===== src/rtl/sbqm_pkg.sv =====
// Types and constants shared by the bank-queue service side and the entry/exit counter.
package sbqm_pkg;

    localparam int COUNT_W_DEF  = 3;
    localparam int TELLER_IDX_W = 3;

    typedef enum logic [1:0] {
        IDLE,
        CALL,
        RELEASE,
        GAP
    } sbqm_state_e;

endpackage


===== src/rtl/sbqm_rr_pick.sv =====
// Round-robin selector: finds the first set bit of avail at or after ptr, wrapping modulo N_TELLERS.
module sbqm_rr_pick
    import sbqm_pkg::*;
#(
    parameter int N_TELLERS = 3
) (
    input  logic [N_TELLERS-1:0]    avail,
    input  logic [TELLER_IDX_W-1:0] ptr,
    output logic                    found,
    output logic [TELLER_IDX_W-1:0] idx
);

    always_comb begin
        int k;
        found = 1'b0;
        idx   = '0;
        k     = 0;
        for (int i = 0; i < N_TELLERS; i++) begin
            k = int'(ptr) + i;
            if (k >= N_TELLERS) begin
                k = k - N_TELLERS;
            end
            if (!found && avail[k]) begin
                found = 1'b1;
                idx   = TELLER_IDX_W'(k);
            end
        end
    end

endmodule


===== src/rtl/sbqm_teller_dispatch.sv =====
// Teller dispatch: calls queued customers to free staffed tellers round-robin and strobes
// the exit gate once each customer is seated or dropped as a no-show.
module sbqm_teller_dispatch
    import sbqm_pkg::*;
#(
    parameter int N_TELLERS    = 3,
    parameter int COUNT_W      = COUNT_W_DEF,
    parameter int CALL_TIMEOUT = 20,
    parameter int MAX_RECALL   = 2,
    parameter int GAP_CYCLES   = 2,
    parameter int SVC_UNITS    = 5
) (
    input  logic                    clk,
    input  logic                    rst,
    input  logic [COUNT_W-1:0]      p_count,
    input  logic                    eflag,
    input  logic [N_TELLERS-1:0]    teller_open,
    input  logic [N_TELLERS-1:0]    teller_start,
    input  logic [N_TELLERS-1:0]    teller_done,
    output logic                    call_valid,
    output logic [TELLER_IDX_W-1:0] call_teller,
    output logic                    leave_n,
    output logic                    noshow,
    output logic [N_TELLERS-1:0]    busy,
    output logic [COUNT_W+7:0]      wait_est
);

    localparam int WAIT_W   = COUNT_W + 8;
    localparam int PROD_W   = COUNT_W + 32;
    localparam int TIMER_W  = $clog2(CALL_TIMEOUT + 1);
    localparam int RECALL_W = $clog2(MAX_RECALL + 2);
    localparam int GAP_W    = $clog2(GAP_CYCLES + 2);

    localparam logic [TIMER_W-1:0]      TIMER_LAST = TIMER_W'(CALL_TIMEOUT - 1);
    localparam logic [RECALL_W-1:0]     RECALL_MAX = RECALL_W'(MAX_RECALL);
    localparam logic [GAP_W-1:0]        GAP_LAST   = GAP_W'(GAP_CYCLES - 1);
    localparam logic [TELLER_IDX_W-1:0] LAST_IDX   = TELLER_IDX_W'(N_TELLERS - 1);

    sbqm_state_e               state_q, state_d;
    logic                      call_valid_q, call_valid_d;
    logic [TELLER_IDX_W-1:0]   call_teller_q, call_teller_d;
    logic                      leave_n_q, leave_n_d;
    logic                      noshow_q, noshow_d;
    logic [N_TELLERS-1:0]      busy_q, busy_d;
    logic [WAIT_W-1:0]         wait_est_q, wait_est_d;
    logic [TELLER_IDX_W-1:0]   rr_q, rr_d;
    logic [RECALL_W-1:0]       recall_q, recall_d;
    logic [TIMER_W-1:0]        timer_q, timer_d;
    logic [GAP_W-1:0]          gap_q, gap_d;

    logic [N_TELLERS-1:0]      avail;
    logic                      pick_found;
    logic [TELLER_IDX_W-1:0]   pick_idx;
    logic                      dispatch_ok;
    logic                      start_hit;
    logic                      open_hit;
    logic                      timeout;
    logic [PROD_W-1:0]         prod;

    assign avail = teller_open & ~busy_q;

    sbqm_rr_pick #(
        .N_TELLERS (N_TELLERS)
    ) u_pick (
        .avail (avail),
        .ptr   (rr_q),
        .found (pick_found),
        .idx   (pick_idx)
    );

    assign dispatch_ok = !eflag && (p_count != '0) && pick_found;
    assign start_hit   = teller_start[call_teller_q];
    assign open_hit    = teller_open[call_teller_q];
    assign timeout     = (timer_q == TIMER_LAST);

    // Start on the called teller outranks a coincident timeout or window closure.
    always_comb begin
        state_d       = state_q;
        call_valid_d  = call_valid_q;
        call_teller_d = call_teller_q;
        noshow_d      = 1'b0;
        busy_d        = busy_q & ~teller_done;
        rr_d          = rr_q;
        recall_d      = recall_q;
        timer_d       = timer_q;
        gap_d         = gap_q;

        case (state_q)
            IDLE: begin
                if (dispatch_ok) begin
                    call_teller_d = pick_idx;
                    call_valid_d  = 1'b1;
                    timer_d       = '0;
                    recall_d      = '0;
                    state_d       = CALL;
                end
            end
            CALL: begin
                timer_d = timer_q + TIMER_W'(1);
                if (start_hit) begin
                    busy_d[call_teller_q] = 1'b1;
                    call_valid_d          = 1'b0;
                    rr_d    = (call_teller_q == LAST_IDX) ? '0 : call_teller_q + TELLER_IDX_W'(1);
                    state_d = RELEASE;
                end else if (!open_hit) begin
                    call_valid_d = 1'b0;
                    state_d      = IDLE;
                end else if (timeout) begin
                    if (recall_q < RECALL_MAX) begin
                        recall_d = recall_q + RECALL_W'(1);
                        timer_d  = '0;
                    end else begin
                        noshow_d     = 1'b1;
                        call_valid_d = 1'b0;
                        state_d      = RELEASE;
                    end
                end
            end
            RELEASE: begin
                gap_d   = '0;
                state_d = GAP;
            end
            GAP: begin
                if (gap_q == GAP_LAST) begin
                    state_d = IDLE;
                end else begin
                    gap_d = gap_q + GAP_W'(1);
                end
            end
            default: state_d = IDLE;
        endcase

        leave_n_d = (state_d != RELEASE);
    end

    always_comb begin
        prod       = PROD_W'(p_count) * PROD_W'(SVC_UNITS);
        wait_est_d = (|prod[PROD_W-1:WAIT_W]) ? '1 : prod[WAIT_W-1:0];
    end

    always_ff @(posedge clk) begin
        if (rst) begin
            state_q       <= IDLE;
            call_valid_q  <= 1'b0;
            call_teller_q <= '0;
            leave_n_q     <= 1'b1;
            noshow_q      <= 1'b0;
            busy_q        <= '0;
            wait_est_q    <= '0;
            rr_q          <= '0;
            recall_q      <= '0;
            timer_q       <= '0;
            gap_q         <= '0;
        end else begin
            state_q       <= state_d;
            call_valid_q  <= call_valid_d;
            call_teller_q <= call_teller_d;
            leave_n_q     <= leave_n_d;
            noshow_q      <= noshow_d;
            busy_q        <= busy_d;
            wait_est_q    <= wait_est_d;
            rr_q          <= rr_d;
            recall_q      <= recall_d;
            timer_q       <= timer_d;
            gap_q         <= gap_d;
        end
    end

    assign call_valid  = call_valid_q;
    assign call_teller = call_teller_q;
    assign leave_n     = leave_n_q;
    assign noshow      = noshow_q;
    assign busy        = busy_q;
    assign wait_est    = wait_est_q;

endmodule


===== config.mk =====
export PLATFORM = sky130hd
export DESIGN_NAME = sbqm_teller_dispatch
export DESIGN_NICKNAME = d
export VERILOG_FILES = /design/src/rtl/sbqm_pkg.sv /design/src/rtl/sbqm_rr_pick.sv /design/src/rtl/sbqm_teller_dispatch.sv
export SDC_FILE = /design/constraint.sdc
export NUM_CORES = 1
export LEC_CHECK = 0
export CAP_MARGIN = 0
export CORE_ASPECT_RATIO = 0.7
export CORE_MARGIN = 8
export CORE_UTILIZATION = 35
export DETAILED_ROUTE_END_ITERATION = 6
export PLACE_DENSITY_LB_ADDON = 0.08
export SYNTH_ARGS = -nofsm -noshare
export SYNTH_HDL_FRONTEND = slang
export SYNTH_SLANG_ARGS = --single-unit
export TNS_END_PERCENT = 20

===== constraint.sdc =====
create_clock -name clk -period 7.5 [get_ports clk]
set_clock_uncertainty 0.1 [all_clocks]
set_input_delay 1.125 -clock clk [delete_from_list [all_inputs] [get_ports clk]]
set_output_delay 1.125 -clock clk [all_outputs]
set_load 0.1 [all_outputs]

==> results of run 1 <==
-- power groups by stage --
stage          registers, mW  clock network, mW  logic (mW)
6_report               0.231              0.126       0.517
4_1_cts                0.232              0.129       0.516
2_1_floorplan          0.318                  0       0.324
3_3_place_gp           0.235                  0       0.522
3_5_place_dp           0.234                  0       0.515
5_1_grt                0.238              0.135       0.565
-- layout by cell type, fill, tap and decap left out, types with 2 or more instances in the layout --
cell             synthesis  routed
conb_1                   1       5
a311oi_1                 3       3
a32oi_1                  2       2
dfxtp_1                 29      29
a21oi_1                 12      12
o21ai_4                  2       2
nand3b_1                 2       2
nor3_1                  10      10
nand3_1                  8       8
nand2_1                 20      20
a31oi_1                  4       4
mux2i_1                  9       9
inv_1                    8       8
clkinv_2                 0       2
o21ai_0                  5       5
nor2b_1                 13      13
xnor2_1                  3       3
clkdlybuf4s50_1          0      29
nand2b_1                 6       6
nor2_1                  23      23
ha_1                    10      10
clkbuf_8                 0       5
a41oi_1                  2       2
-- area by class of cell --
cell class	instances	area (um2)	area share (%)
multi-input combinational	163	1080	50.1
sequential	29	581	26.8
timing repair buffer	30	298	13.8
tap	69	86.3	3.99
clock buffer	5	68.8	3.18
inverter	8	30.0	1.39
clock inverter	3	17.5	0.809
-- stage by stage --
step / power, mW / hold WS [ps] / cells / utilization (%)
finish: 0.874 / 395 / 307 / 45.0
global route: 0.939 / 427 / 307 / 45.0
CTS: 0.876 / 399 / 307 / 45.0
detailed placement: 0.749 / 385 / 299 / 43.2
global placement: 0.757 / 375 / 299 / 43.2
floorplan: 0.642 / 348 / 213 / -
-- routing by layer --
metal	GRT usage (%)	vias up	routed length, um
li1	-	783	-
met1	17.6	648	2360
met2	14.8	48	1520
met3	4.71	4	336
met4	3.00	0	25
met5	0	-	0
-- worst max-delay path: stages --
cell and delay [ps]:
clkdlybuf4s50_1 440, nor2b_4 150, and2_0 150, mux4_2 540, a211o_4 370, o21ai_4 240, a31oi_1 90, a221oi_2 250
-- flip-flops by register name, indices dropped and copies added, names as in the netlist --
name	count
busy	3
rr_q	3
gap_q	2
call_teller	3
recall_q	2
leave_n	1
state_q	2
noshow	1
call_valid	1
timer_q	5
wait_est	6
-- worst paths after layout --
path,to,from,depth (start not counted),slack [ps]
max,call_teller[2]$_SDFFE_PP0P_,teller_open[2],8,4230
min,timer_q[4]$_SDFFE_PP0P_,timer_q[4]$_SDFFE_PP0P_,1,400
max reg2reg,call_teller[2]$_SDFFE_PP0P_,rr_q[0]$_SDFFE_PP0P_,7,4510
min reg2reg,timer_q[4]$_SDFFE_PP0P_,timer_q[4]$_SDFFE_PP0P_,1,400
-- cells in the mapped netlist (2+ instances only) --
cell and n:
ha_1 10, mux2i_1 9, nand2b_1 6, dfxtp_1 29, inv_1 8, buf_4 5
a41oi_1 2, o21ai_4 2, a311oi_1 3, o21ai_0 5, a32oi_1 2, nor2b_1 13
clkbuf_1 5, a31oi_1 4, nand3b_1 2, a21oi_1 12, nand2_1 20, nand3_1 8
xnor2_1 3, nor2_1 23, nor3_1 10, buf_2 2
-- cells by family after synthesis --
group / synth area share [%]
adders and majority gates: 7.15
and+or+nand+nor: 26.8
other: 0.214
muxes: 6.44
AOI/OAI and AO/OA: 19.0
xor gates and xnor gates: 1.50
DFF: 33.2
buffers and inverters: 5.72
==> flow_summary.ini, run 1 <==
[cells_and_area]
syn_to_final_growth_pct = 23.7
n_fill_cell = 515
fin_area_um2 = 2160
fin_nets = 262
drive_above_1_share_pct = 7.98
antennaDiodeCount = 0

[synthesis]
syn_inst = 209
yosys-top-cells-area = dfxtp_1 33%, ha_1 7.2%, mux2i_1 5.2%
yosys_most_used_dff = dfxtp_1
synth.yosys.warnings = 0
yosysTopAreaCell = dfxtp_1
synth_seq_cells = 29
synth_area_um2 = 1750
async_reset_ff_share_pct = 0
synth_edf_count = 0
synth_cell_types = 48
synth_top_area_share_pct = 33.2
synth.avg_cell_area_um2 = 8.37
ys_seq_area_share_pct = 33.2

[floorplan]
die_x_um = 100
io-pin-count = 35
core_region_area_um2 = 4810
die_area_um2 = 7550
initial_core_util_pct = 36.4
die_height_um = 75.1
num_rows = 21

[pwr]
p_int_mw = 0.423
power_frac_seq_pct = 26.4
netSwitchingFraction_pct = 51.6
vdd_drop_max_uv = 169
p_sw_mw = 0.451
power_density_nw_per_um2 = 404
leakagePower_nw = 0.827
p_clk_share_pct = 14.5
comb_power_share_pct = 59.1

[sta]
worst_pin_slew_ps = 976
slew_viol_final = 0
fin_crit_sh_pct = 43.6
maxSlewHeadroom_pct = 34.7
final.min_clock_period_ps = 3270
fmax_mhz = 306
setup-tns-final_ps = 0
finalSetupViolCount = 0
setup_ws_ps = 4230
rsz0062_at_grt = no
final_hold_viol_count = 0

[grt]
globalRoute.totalOverflow = 0
grt_start_max_net_pins = 28
grtUsageTotal_pct = 11.9
grt_first_pass_wirelength_um = 7040
antenna_found_initial = 0
grt_pass1_vias = 1349

[route]
post_drt_wl_per_cell_um = 13.8
viasPerCell = 4.83
antenna_left = 0
drc = 0
first_pass_iters = 4
num_vias = 1483
routed_wirelength_um = 4240
first_iter_violations = 109

[cts]
post_cts_resized = 0
clk_path_buf_depth = 2
clock_latency_ps = 280
cts_buffers = 5
post_cts_buffers = 0
tritoncts = done
htree_levels = 2
clock-sinks = 29
cts_hold_buf = 0
ctsRootBufferMaster = clkbuf_8
clkTransAtPathRegs_ps = 60

[place]
placed_area_um2 = 2080
port_buffers = 29
place_ws_ps = 3930
gp_congestion = 0.808
dpl.hpwl_um = 3160

[run_status]
status = completed

[critical_path]
end_kind = flop
path_class = input pin to flop
cp.arrival_ps = 3370
crit_fanout = 8
start_kind = input pin
cp_data_required_time_ps = 7600

[worst_hold_path]
hold_path_class = flop to flop

[flow_run]
maxCapViolations = 0
Power figures use the tool's default switching activity.
==> inputs of run 2 (changes only) <==
clock period = 3.4 ns   (was 7.5 ns; I/O delays follow)
==> run 2 against run 1 <==
  * Die area stayed put
  * Power is 130% higher
  * Via count is 0.67% higher
  * Wire length is 0.64% higher
  * Setup slack worse by 3700 ps
  * Clock power grew to 2.9 times the previous value
  * First-iteration DRC count is 12% lower
  * Sequential power is 110% higher
  * Final area is 2.0% higher
  * Clock-buffer cell count is 2 higher
  * Largest cell class unchanged
==> flow_summary.ini, run 2 (synthesized netlist as in run 1, its figures left out) <==
[floorplan]
die_x_um = 100
num_rows = 21
die_area_um2 = 7550
io-pin-count = 35
initial_core_util_pct = 36.4
die_height_um = 75.1
core_region_area_um2 = 4810

[worst_hold_path]
min-delay-start = timer_q[4]$_SDFFE_PP0P_
min_to = timer_q[4]$_SDFFE_PP0P_
hold-path-cell-count = 1
hold_path_class = flop to flop

[cts]
clock_latency_ps = 270
clock-sinks = 29
htree_levels = 2
cts_hold_buf = 0
post_cts_resized = 0
cts_buffers = 5
tritoncts = done
post_cts_buffers = 0
ctsRootBufferMaster = clkbuf_8
clk_path_buf_depth = 2
clkTransAtPathRegs_ps = 60

[critical_path]
worstPathCellList = inv_1, ha_1, inv_1, mux4_2, a211o_4, o21ai_4, a31oi_1, a221oi_2
reg2reg_depth = 8
cp_data_required_time_ps = 3490
cp.arrival_ps = 2980
r2r_setup_slack_ps = 510
end_kind = flop
cp-startpoint = rr_q[1]$_SDFFE_PP0P_
start_kind = flop
critPathMaxStageDelay_ps = 610
r2r-end = call_teller[2]$_SDFFE_PP0P_
reg2reg_from = rr_q[1]$_SDFFE_PP0P_
cp_top_family = compound AO/OA/AOI/OAI gates
path_buf_inv = 2
critPathSlowestCell = mux4_2
crit_fanout = 8
path_class = flop to flop
cpMostUsedCell = inv_1

[cells_and_area]
final_cell_mix = 29 x dfxtp_1, 25 x clkdlybuf4s50_1, 23 x nor2_1
drive_above_1_share_pct = 10.4
syn_to_final_growth_pct = 26.2
antennaDiodeCount = 0
fin_nets = 265
register_area_um2 = 581
multi_input_area_um2 = 1080
fin_util_pct = 45.9
n_fill_cell = 478
layout_commonest_cell = dfxtp_1
largest_reg_flops = 6

[place]
port_buffers = 29
gp_congestion = 0.786
dpl.hpwl_um = 3230
place_ws_ps = 457

[sta]
finalSetupViolCount = 0
maxSlewHeadroom_pct = 34.9
rsz0062_at_grt = no
final.min_clock_period_ps = 2890
setup-tns-final_ps = 0
worst_pin_slew_ps = 973
fmax_mhz = 346
fin_crit_sh_pct = 85.0
final_hold_viol_count = 0
setup_ws_ps = 510
slew_viol_final = 0

[grt]
grt_pass1_vias = 1455
grt_first_pass_wirelength_um = 7210
grt_start_max_net_pins = 16
grtUsageTotal_pct = 12.0
antenna_found_initial = 0
globalRoute.totalOverflow = 0

[route]
antenna_left = 0
num_vias = 1493
first_iter_violations = 96
first_pass_iters = 4
post_drt_wl_per_cell_um = 13.8
drc = 0
viasPerCell = 4.82
routed_wirelength_um = 4270

[pwr]
vdd_drop_max_uv = 281
leakagePower_nw = 0.864
power_density_nw_per_um2 = 929

[flow_run]
maxCapViolations = 0

[run_status]
status = completed
==> run 2: cell types whose count changed in the layout (fill, tap and decap cells not counted) <==
| cell | previous run | this run |
|---|---|---|
| buf_4 | 1 | 8 |
| clkdlybuf4s50_1 | 29 | 25 |
| clkinv_2 | 2 | 0 |
| bufinv_16 | 0 | 1 |
| clkbuf_1 | 0 | 1 |
| clkbuf_8 | 5 | 6 |
| clkinvlp_4 | 1 | 0 |
==> run 2: cell type report <==
class                      instances  area share (%)
clock buffer                       7            3.91
clock inverter                     1            1.36
inverter                           8            1.36
multi-input combinational        163            49.1
sequential                        29            26.3
tap                               69            3.91
timing repair buffer              33            14.1
==> run 2: power by group <==
| part | internal, mW | switching, mW | leakage (nW) |
|---|---|---|---|
| sequential | 0.405 | 0.0910 | 0.237 |
| clock | 0.239 | 0.127 | 0.0585 |
| combinational | 0.416 | 0.774 | 0.569 |
| total | 1.06 | 0.992 | 0.864 |
==> run 2: metrics by stage <==
stage,power [mW],area (um2),std cells,hold slack [ps]
2_1_floorplan,1.42,1760,213,348
3_3_place_gp,1.71,2090,302,373
3_5_place_dp,1.68,2090,302,375
4_1_cts,2.06,2210,310,385
5_1_grt,2.19,2210,310,406
6_report,2.05,2210,310,383
==> run 2: worst max-delay path by stage <==
stage	end	slack [ps]	cells after the start
CTS	call_teller[2]$_SDFFE_PP0P_	530	8
global placement	call_teller[2]$_SDFFE_PP0P_	520	8
floorplan	call_teller[2]$_SDFFE_PP0P_	510	7
detailed placement	call_teller[2]$_SDFFE_PP0P_	460	8
finish	call_teller[2]$_SDFFE_PP0P_	510	8
global route	call_teller[2]$_SDFFE_PP0P_	360	8
==> run 2: layer usage <==
metal	up-vias	part of all wire, %	track usage (%)
met5	-	0	0
met4	0	0.23	2.50
met3	2	8.8	4.62
met2	55	36	16.1
met1	647	55	17.1
li1	789	-	-
==> run 2: worst register-to-register path: cells and delay by family (launching register included) <==
kind / cells / cell delay, ps
AO/OA/AOI/OAI: 4 / 930
multiplexers: 1 / 610
flip-flops: 1 / 440
adder cells (fa/ha/maj): 1 / 380
buffers and inverters: 2 / 330
